`config.mk`:
```
export PLATFORM = sky130hd
export DESIGN_NAME = if_fetch_unit
export DESIGN_NICKNAME = d
export VERILOG_FILES = /design/src/rtl/riscv_defs_pkg.sv /design/src/rtl/sync_fifo.sv /design/src/rtl/if_fetch_unit.sv
export SDC_FILE = /design/constraint.sdc
export NUM_CORES = 1
export LEC_CHECK = 0
export ABC_AREA = 0
export BUFFER_PORTS_ARGS = -buffer_cell sky130_fd_sc_hd__clkbuf_2
export CELL_PAD_IN_SITES_DETAIL_PLACEMENT = 1
export CELL_PAD_IN_SITES_GLOBAL_PLACEMENT = 2
export CORE_ASPECT_RATIO = 1.25
export CORE_MARGIN = 2
export CORE_UTILIZATION = 42
export DETAILED_ROUTE_END_ITERATION = 8
export PLACE_DENSITY = 0.88
export SYNTH_ARGS = -nofsm -noshare
export SYNTH_HDL_FRONTEND = slang
export SYNTH_SLANG_ARGS = --single-unit
```
`constraint.sdc`:
```
create_clock -name clk -period 11.3 [get_ports clk]
set_input_delay 2.26 -clock clk [delete_from_list [all_inputs] [get_ports clk]]
set_output_delay 2.26 -clock clk [all_outputs]
set_load 0.005 [all_outputs]
```
`src/rtl/riscv_defs_pkg.sv`:
```
// Shared core constants used across the pipeline stages.
// Fetch-stage defaults live here so IF and its testbench agree.
package riscv_defs;

  localparam int XLEN       = 32;
  localparam int ILEN       = 32;
  localparam int INST_BYTES = 4;

  localparam logic [XLEN-1:0] RESET_PC = 32'h0000_0000;
  localparam logic [ILEN-1:0] NOP_INST = 32'h0000_0013;

endpackage

```
`src/rtl/sync_fifo.sv`:
```
// Small synchronous FIFO with flush and occupancy count.
// DEPTH must be a power of two so the pointers wrap naturally.
module sync_fifo #(
  parameter int DW    = 32,
  parameter int DEPTH = 2
) (
  input  logic                     clk,
  input  logic                     rst,
  input  logic                     push_i,
  input  logic [DW-1:0]            data_i,
  input  logic                     pop_i,
  input  logic                     flush_i,
  output logic [DW-1:0]            data_o,
  output logic                     full_o,
  output logic                     empty_o,
  output logic [$clog2(DEPTH):0]   count_o
);

  localparam int PW = $clog2(DEPTH);
  localparam int CW = PW + 1;

  logic [DW-1:0] mem_q [DEPTH];
  logic [PW-1:0] wp_q;
  logic [PW-1:0] rp_q;
  logic [CW-1:0] cnt_q;
  logic          do_push;
  logic          do_pop;

  assign empty_o = (cnt_q == '0);
  assign full_o  = (cnt_q == CW'(DEPTH));
  assign do_pop  = pop_i && !empty_o;
  assign do_push = push_i && (!full_o || do_pop);
  assign data_o  = mem_q[rp_q];
  assign count_o = cnt_q;

  always_ff @(posedge clk) begin
    if (do_push && !flush_i) begin
      mem_q[wp_q] <= data_i;
    end
  end

  always_ff @(posedge clk) begin
    if (!rst) begin
      wp_q  <= '0;
      rp_q  <= '0;
      cnt_q <= '0;
    end else if (flush_i) begin
      wp_q  <= '0;
      rp_q  <= '0;
      cnt_q <= '0;
    end else begin
      if (do_push) wp_q <= wp_q + PW'(1);
      if (do_pop)  rp_q <= rp_q + PW'(1);
      cnt_q <= cnt_q + CW'(do_push) - CW'(do_pop);
    end
  end

endmodule

```
`src/rtl/if_fetch_unit.sv`:
```
// Instruction fetch: PC, credit-limited imem requests, prefetch buffer.
// Jumps flush the buffer and discard responses still in flight.
module if_fetch_unit #(
  parameter int            AW        = riscv_defs::XLEN,
  parameter int            DW        = riscv_defs::ILEN,
  parameter logic [AW-1:0] RESET_PC  = AW'(riscv_defs::RESET_PC),
  parameter logic [DW-1:0] NOP_INST  = DW'(riscv_defs::NOP_INST),
  parameter int            BUF_DEPTH = 2
) (
  input  logic          clk,
  input  logic          rst,
  input  logic          jump_en_i,
  input  logic [AW-1:0] jump_addr_i,
  input  logic          hold_i,
  output logic          imem_req_o,
  output logic [AW-1:0] imem_addr_o,
  input  logic          imem_rvalid_i,
  input  logic [DW-1:0] imem_rdata_i,
  output logic [DW-1:0] inst_o,
  output logic [AW-1:0] inst_addr_o,
  output logic          inst_valid_o
);

  import riscv_defs::*;

  localparam int CW = $clog2(BUF_DEPTH) + 1;
  localparam int EW = AW + DW;

  logic [AW-1:0] pc_q, pc_d;
  logic [AW-1:0] last_q;
  logic [CW-1:0] disc_q, disc_d;
  logic [CW-1:0] aq_cnt, ib_cnt;
  logic          aq_full, aq_empty;
  logic          ib_full, ib_empty;
  logic [AW-1:0] aq_head;
  logic [EW-1:0] ib_head;
  logic [CW:0]   used;
  logic          issue;
  logic          keep;
  logic          ib_pop;

  // Credits cover both in-flight requests and buffered words.
  assign used  = {1'b0, aq_cnt} + {1'b0, ib_cnt};
  assign issue = rst && !jump_en_i && !aq_full && !ib_full
              && (used < (CW+1)'(BUF_DEPTH));
  assign keep  = imem_rvalid_i && !jump_en_i && !aq_empty
              && (disc_q == '0);

  assign inst_valid_o = !ib_empty && !jump_en_i;
  assign ib_pop       = inst_valid_o && !hold_i;
  assign inst_o       = inst_valid_o ? ib_head[DW-1:0] : NOP_INST;
  assign inst_addr_o  = ib_empty ? last_q : ib_head[EW-1:DW];
  assign imem_req_o   = issue;
  assign imem_addr_o  = pc_q;

  sync_fifo #(.DW(AW), .DEPTH(BUF_DEPTH)) u_addr_q (
    .clk     (clk),
    .rst     (rst),
    .push_i  (issue),
    .data_i  (pc_q),
    .pop_i   (imem_rvalid_i),
    .flush_i (1'b0),
    .data_o  (aq_head),
    .full_o  (aq_full),
    .empty_o (aq_empty),
    .count_o (aq_cnt)
  );

  sync_fifo #(.DW(EW), .DEPTH(BUF_DEPTH)) u_inst_buf (
    .clk     (clk),
    .rst     (rst),
    .push_i  (keep),
    .data_i  ({aq_head, imem_rdata_i}),
    .pop_i   (ib_pop),
    .flush_i (jump_en_i),
    .data_o  (ib_head),
    .full_o  (ib_full),
    .empty_o (ib_empty),
    .count_o (ib_cnt)
  );

  // On a jump every request still in flight after this cycle is stale.
  always_comb begin
    pc_d   = pc_q;
    disc_d = disc_q;
    if (jump_en_i) begin
      pc_d   = jump_addr_i & ~AW'(3);
      disc_d = aq_cnt - CW'(imem_rvalid_i);
    end else begin
      if (issue) pc_d = pc_q + AW'(INST_BYTES);
      if (imem_rvalid_i && disc_q != '0) disc_d = disc_q - CW'(1);
    end
  end

  always_ff @(posedge clk) begin
    if (!rst) begin
      pc_q   <= RESET_PC;
      disc_q <= '0;
      last_q <= RESET_PC;
    end else begin
      pc_q   <= pc_d;
      disc_q <= disc_d;
      if (!ib_empty) last_q <= ib_head[EW-1:DW];
    end
  end

endmodule

```
---- Word-level counts from Yosys, hierarchy flattened ----
Memories as Yosys holds them, arrays and structs flattened. A register that Yosys moved wholly into a read port is not among the register bits.
Index checks and enable logic that the tools add are counted.
storage, ports and cells
  bits in registers ....................... 74
  input bits .............................. 69
  memory bits (writable) .................. 192
  memory bits (read-only) ................. 0
  memories kept ........................... 2
  bits in latches ......................... 0
cells by class
  $lt $le $gt $ge ......................... 1
  shifts and indexed selects .............. 0
  reductions and logical operators ........ 30
  muxes and demuxes ....................... 14
  bitwise operators ....................... 1
  equality and inequality tests ........... 2
  multiply operators ...................... 0
  add/subtract/negate cells ............... 12
  divide/modulo/power cells ............... 0
memory list
  memory            words  bits a word  rd ports  clocked after Yosys merged registers in  write ports  line             RTL
  u_inst_buf.mem_q  2      64           1         1                                        1            sync_fifo.sv:22  logic [DW-1:0] mem_q [DEPTH];
  u_addr_q.mem_q    2      32           1         1                                        1            sync_fifo.sv:22
operators with widths
  operator               count
  $mux 32                4
  $add 32x3->32 const B  1
  $logic_and 1x1->1      15
  $mux 1                 8
  $logic_not 1->1        6
  $logic_not 2->1        3
  $reduce_bool 2->1      3
  $sub 2x1->2            3
  $add 1x1->1 const B    4
  $add 2x1->2            2
  $eq 2x2->1 const B     2
  $mux 2                 2
  $add 2x2->3            1
  $lt 3x2->1 const B     1
  $logic_or 1x1->1       2
  $reduce_or 2->1        1
  $sub 2x1->2 const B    1
  $not 1->1              1

---- Longest topological paths before layout ----
  depth in word-level cells ............... 10
  mapped depth ............................ 9

---- By module ----
From an unflattened synthesis, not the netlist that was laid out.
second synthesis, totals
  cell total of the unflattened synthesis .. 769
  area total of the unflattened synthesis .. 10951.8 um2
by module, submodules not included
  module                   times used  seq. area each (um2)  cells an instance  area an instance (um2)
  sync_fifo at u_inst_buf  1           3943.8                231                4857.2
  if_fetch_unit            1           1281.2                406                3535.9
  sync_fifo at u_addr_q    1           2021.9                132                2558.7

---- Least setup slack after synthesis ----
No wires, ideal clock.
  path kind ............................... input to register
  from .................................... input port jump_en_i
  to ...................................... memory u_inst_buf.mem_q[0][0] (netlist bit), enable pin
  arrival time ............................ 5.679 ns
  stages .................................. 5
  library setup time ...................... 0.490 ns
  slack ................................... 5.132 ns
  required time ........................... 10.810 ns
  cell sequence ........................... buf_6 inv_1 nand3_1 o21ba_2 nor2b_1
between the ends
  cells in the longest elaborated chain, start to end .. 9
  elaborated cells on any way between the ends .. 12
  those cells by class .................... mux (2); reduce/logical (10)
ends and longest elaborated chain
  what                              line                                                       RTL
  start, declared                   if_fetch_unit.sv:12                                        input logic jump_en_i,
  $logic_not 1->1 (*)               sync_fifo.sv:37, if_fetch_unit.sv:46, if_fetch_unit.sv:49
  $logic_and 1x1->1                 if_fetch_unit.sv:49                                        assign inst_valid_o = !ib_empty && !jump_en_i;
  $logic_and 1x1->1                 if_fetch_unit.sv:50                                        assign ib_pop = inst_valid_o && !hold_i;
  $logic_and 1x1->1                 sync_fifo.sv:31                                            assign do_pop = pop_i && !empty_o;
  $logic_or 1x1->1                  sync_fifo.sv:32                                            assign do_push = push_i && (!full_o || do_pop);
  $logic_and 1x1->1                 sync_fifo.sv:32
  $logic_and 1x1->1 (*)             sync_fifo.sv:37                                            if (do_push && !flush_i) begin
  $mux 1 (*)                        sync_fifo.sv:37
  $mux 1 (not written as such) (*)  sync_fifo.sv:38                                            mem_q[wp_q] <= data_i;
  end, declared                     sync_fifo.sv:22
Mark *: on every way between the ends. The rest lies on a longest branch, timed or not.

---- Worst setup path after layout ----
  from .................................... input port jump_en_i
  to ...................................... output port inst_o[4]
between the ends
  cells in the longest elaborated chain, start to end .. 3
ends and longest elaborated chain
  what               line                 RTL
  $logic_not 1->1    if_fetch_unit.sv:49
  $logic_and 1x1->1  if_fetch_unit.sv:49
  $mux 32            if_fetch_unit.sv:51  assign inst_o = inst_valid_o ? ib_head[DW-1:0] : NOP_INST;
  end, declared      if_fetch_unit.sv:19  output logic [DW-1:0] inst_o,
Every way passes these cells.

==> tab_implementation.tex <==
\begin{tabular}{lr}
\hline
Metric & Value \\
\hline
\multicolumn{2}{l}{\textbf{Timing}} \\
\quad Worst-Margin Slew & 1.17 ns \\
\quad Period utilisation layout & 51.9\% \\
\quad Final number of setup-violating endpoints & 0 \\
\quad Worst-case clock skew & 0.00963 ns \\
\quad Final sum of negative setup slack & 0 ns \\
\quad Final worst setup slack & 5.44 ns \\
\quad Slew Limit Fails & 0 \\
\quad Unrepaired setup endpoints after global routing & false \\
\quad Tmin final & 5.86 ns \\
\quad Fmax & 171 MHz \\
\quad Number of hold violations in the final report & 0 \\
\quad Rel. slew slack & 22.1\% \\
\multicolumn{2}{l}{\textbf{Floorplan}} \\
\quad Number of I/O pins & 167 \\
\quad Horizontal die dimension & 144 um \\
\quad Starting Density & 42.4\% \\
\quad Die boundary height & 179 um \\
\quad Core outline area & 24,300 um\^{}2 \\
\quad Die area & 25,900 um\^{}2 \\
\quad Row cnt & 64 \\
\multicolumn{2}{l}{\textbf{Flow run}} \\
\quad Max-capacitance violation count & 0 \\
\multicolumn{2}{l}{\textbf{Detailed routing}} \\
\quad Final routed wire length divided by cell count & 18.8 um \\
\quad Detailed-routing iteration count for the pre-antenna-repair pass & 4 \\
\quad Drt initial violations & 303 \\
\quad Routed wire length & 23,600 um \\
\quad Via density & 5.07 \\
\quad Final routed DRC violation total & 0 \\
\quad Routed Antenna Nets & 0 \\
\quad Via count & 6,374 \\
\multicolumn{2}{l}{\textbf{CTS}} \\
\quad TritonCTS clock tree & yes \\
\quad Post-cts gate resize count & 0 \\
\quad Count of hold-fix buffers inserted at cts & 0 \\
\quad Clock Root Buffer & sky130\_fd\_sc\_hd\_\_clkbuf\_16 \\
\quad Maximum buffer depth of the clock tree & 3 \\
\quad Clock sink count & 258 \\
\quad Inserted Clock Buffers & 25 \\
\quad Number of levels in the clock H-tree & 1 \\
\quad Setup fix buffers added after clock tree synthesis & 0 \\
\quad Clock slew at the register clock pins of the worst setup and hold paths & 0.06 ns \\
\quad Clock latency at the later pin of the worst-skew pair & 0.52 ns \\
\multicolumn{2}{l}{\textbf{Worst setup path}} \\
\quad Buf/Inv on CP & 5 \\
\quad Arrival time reported for the critical path endpoint & 3.60 ns \\
\quad Register-to-register path setup slack & 7.71 ns \\
\quad Top fanout value on the critical path & 30 \\
\quad Largest delay contributor family on the critical path & buffers and inverters \\
\quad Peak per-stage delay on the critical path & 0.44 ns \\
\quad Endpoint required time on the critical path & 9.04 ns \\
\quad Worst Setup End Kind & output pin \\
\quad CP Class & in -> out \\
\quad Cells along the critical path & clkbuf\_2 -> inv\_1 -> o21ai\_2 -> buf\_4 -> inv\_1 -> nand2\_1 -> clkbuf\_2 \\
\quad Master of the slowest instance on the critical path & sky130\_fd\_sc\_hd\_\_clkbuf\_2 \\
\quad Kind of start point of the critical path & input port \\
\multicolumn{2}{l}{\textbf{Global route}} \\
\quad Global router's overall resource usage & 18.3\% \\
\quad Number of antenna violations at the first check in global routing & 0 \\
\quad Grt ovf & 0 \\
\quad Number of global-route vias before repair & 6,546 \\
\quad Maximum number of pins on one net before global-route repair & 71 \\
\quad Wire length of the first global-routing pass & 36,500 um \\
\multicolumn{2}{l}{\textbf{Layout}} \\
\quad Final std cells w/o fill & 1,257 \\
\quad Area grow syn2layout & 19.4\% \\
\quad Proportion of layout cells with a drive suffix above 1 & 28.9\% \\
\quad Ant diodes & 0 \\
\quad Finished layout cell area & 12,300 um\^{}2 \\
\quad Layout Nets & 983 \\
\multicolumn{2}{l}{\textbf{Placed design}} \\
\quad Port bufs & 162 \\
\quad Area of placed instances & 11,400 um\^{}2 \\
\quad Final HPWL DP & 15,200 um \\
\quad Post-placement setup slack & 5.39 ns \\
\quad Final weighted congestion in routability-driven placement & 0.743 \\
\quad Inst Count DP & 1,211 \\
\multicolumn{2}{l}{\textbf{Synth}} \\
\quad Cell type with the largest total area after synthesis & sky130\_fd\_sc\_hd\_\_edfxtp\_1 \\
\quad Number of storage elements in the synthesis netlist & 258 \\
\quad Share of synthesized area occupied by flip-flops and latches & 67.9\% \\
\quad Library cells used by synthesis & 50 \\
\quad Proportion of synthesized flip-flops having asynchronous set or reset & 0\% \\
\quad Most common flop cell mapped by yosys & sky130\_fd\_sc\_hd\_\_edfxtp\_1 \\
\quad Post-Syn Instances & 752 \\
\quad Average cell area after synthesis & 13.7 um\^{}2 \\
\quad Ys Warns & 0 \\
\quad Top post-synthesis cells by area & sky130\_fd\_sc\_hd\_\_edfxtp\_1, sky130\_fd\_sc\_hd\_\_dfxtp\_1, sky130\_fd\_sc\_hd\_\_mux2i\_1, sky130\_fd\_sc\_hd\_\_mux2\_2, sky130\_fd\_sc\_hd\_\_o21ai\_0 \\
\quad Post-synthesis cell area & 10,300 um\^{}2 \\
\quad Fraction of synthesized cell area taken by the top area cell type & 53.5\% \\
\quad Number of synthesized flops with an enable pin & 184 \\
\multicolumn{2}{l}{\textbf{Pwr}} \\
\quad Leakage dissipation & 4.45 nW \\
\quad Power per unit of standard cell area & 188 nW/um\^{}2 \\
\quad Max rail drop VDD & 0.000112 V \\
\multicolumn{2}{l}{\textbf{Min path}} \\
\quad Hold Path Class & reg -> reg \\
\multicolumn{2}{l}{\textbf{Status}} \\
\quad Status & finished clean \\
\hline
\end{tabular}
==> metal layers <==
metal,global-route usage [%],up-vias,routed length [um]
met5,0,-,0
met4,4.98,0,525
li1,-,3041,-
met2,33.0,162,11900
met3,2.83,37,1150
met1,22.8,3134,10100
==> flip-flops by register name, indices dropped and copies added (netlist names), named ones only <==
name,cells
u_addr_q.rp_q,1
u_addr_q.count_o,2
disc_q,2
u_inst_buf.rp_q,1
u_inst_buf.mem_q,124
u_addr_q.wp_q,1
u_inst_buf.wp_q,1
u_inst_buf.count_o,2
imem_addr_o,30
u_addr_q.mem_q,60
last_q,32
==> cells in the final DEF (no fill, tap or decap), types with 4 or more instances in the layout <==
master,count
sky130_fd_sc_hd__a21oi_1,18
sky130_fd_sc_hd__a22o_1,5
sky130_fd_sc_hd__and2_1,38
sky130_fd_sc_hd__and3_1,7
sky130_fd_sc_hd__and4_1,5
sky130_fd_sc_hd__buf_4,10
sky130_fd_sc_hd__bufinv_16,4
sky130_fd_sc_hd__clkbuf_16,26
sky130_fd_sc_hd__clkbuf_2,162
sky130_fd_sc_hd__clkbuf_8,4
sky130_fd_sc_hd__clkinv_2,4
sky130_fd_sc_hd__dfxtp_1,73
sky130_fd_sc_hd__edfxtp_1,184
sky130_fd_sc_hd__ha_1,5
sky130_fd_sc_hd__inv_1,9
sky130_fd_sc_hd__mux2_2,31
sky130_fd_sc_hd__mux2i_1,65
sky130_fd_sc_hd__nand2_1,61
sky130_fd_sc_hd__nand3_1,12
sky130_fd_sc_hd__nand4_1,9
sky130_fd_sc_hd__nor2_1,37
sky130_fd_sc_hd__nor3_1,6
sky130_fd_sc_hd__nor4_1,6
sky130_fd_sc_hd__nor4_2,4
sky130_fd_sc_hd__o21ai_0,57
sky130_fd_sc_hd__xnor2_1,24
sky130_fd_sc_hd__xor2_1,7
==> synth_stat cells (all sizes together) (2+ instances only) <==
library cell	number
nand2b	5
nor2b	4
and4	6
xnor2	24
nor4	10
xor2	7
and2	39
inv	9
mux2	32
o211a	3
nand2	61
dfxtp	74
nand4	10
or3	2
a21oi	18
nor2	38
edfxtp	184
a22o	5
o21ai	60
o21a	3
a21boi	2
and4b	2
clkbuf	27
and3	7
buf	17
mux2i	65
nand3	16
nor3	9
ha	5
==> stage by stage <==
stage / utilization (%) / power [mW] / hold WS, ns
2_1_floorplan: - / 1.35 / 0.444
3_3_place_gp: 47.0 / 1.43 / 0.460
3_5_place_dp: 47.0 / 1.45 / 0.460
4_1_cts: 50.6 / 2.35 / 0.481
5_1_grt: 50.6 / 2.41 / 0.495
6_report: 50.6 / 2.32 / 0.480
==> path summary, 6_finish.rpt <==
check | from | end | depth (start not counted)
worst max-delay path | jump_en_i | inst_o[4] | 7
worst min-delay path | last_q[0] | last_q[0] | 1
worst max register to register | u_inst_buf.count_o[0] | u_addr_q.mem_q[0][6] | 6
worst min register to register | last_q[0] | last_q[0] | 1
==> power breakdown <==
part | switching [mW] | total [mW] | internal [mW]
clock network | 0.355 | 0.895 | 0.540
logic | 0.168 | 0.281 | 0.113
registers | 0.0393 | 1.14 | 1.10
==> layout make-up <==
class,count,area [um^2]
Tap cell,330,413
Inverter,9,33.8
Multi-Input combinational cell,442,3090
Sequential cell,258,7010
Clock inverter,13,178
Fill cell,2538,12000
Timing Repair Buffer,172,886
Clock buffer,33,717
==> logic make-up after synthesis <==
group                    synth area share (%)
other                                  0.0363
AO/OA/AOI/OAI                            5.37
adder cells (fa/ha/maj)                 0.800
flip-flops                               67.9
AND/OR/NAND/NOR                          11.0
buffers and inverters                    2.51
XOR/XNOR                                 2.63
multiplexers                             9.83
(Power assumes the default switching activity.)
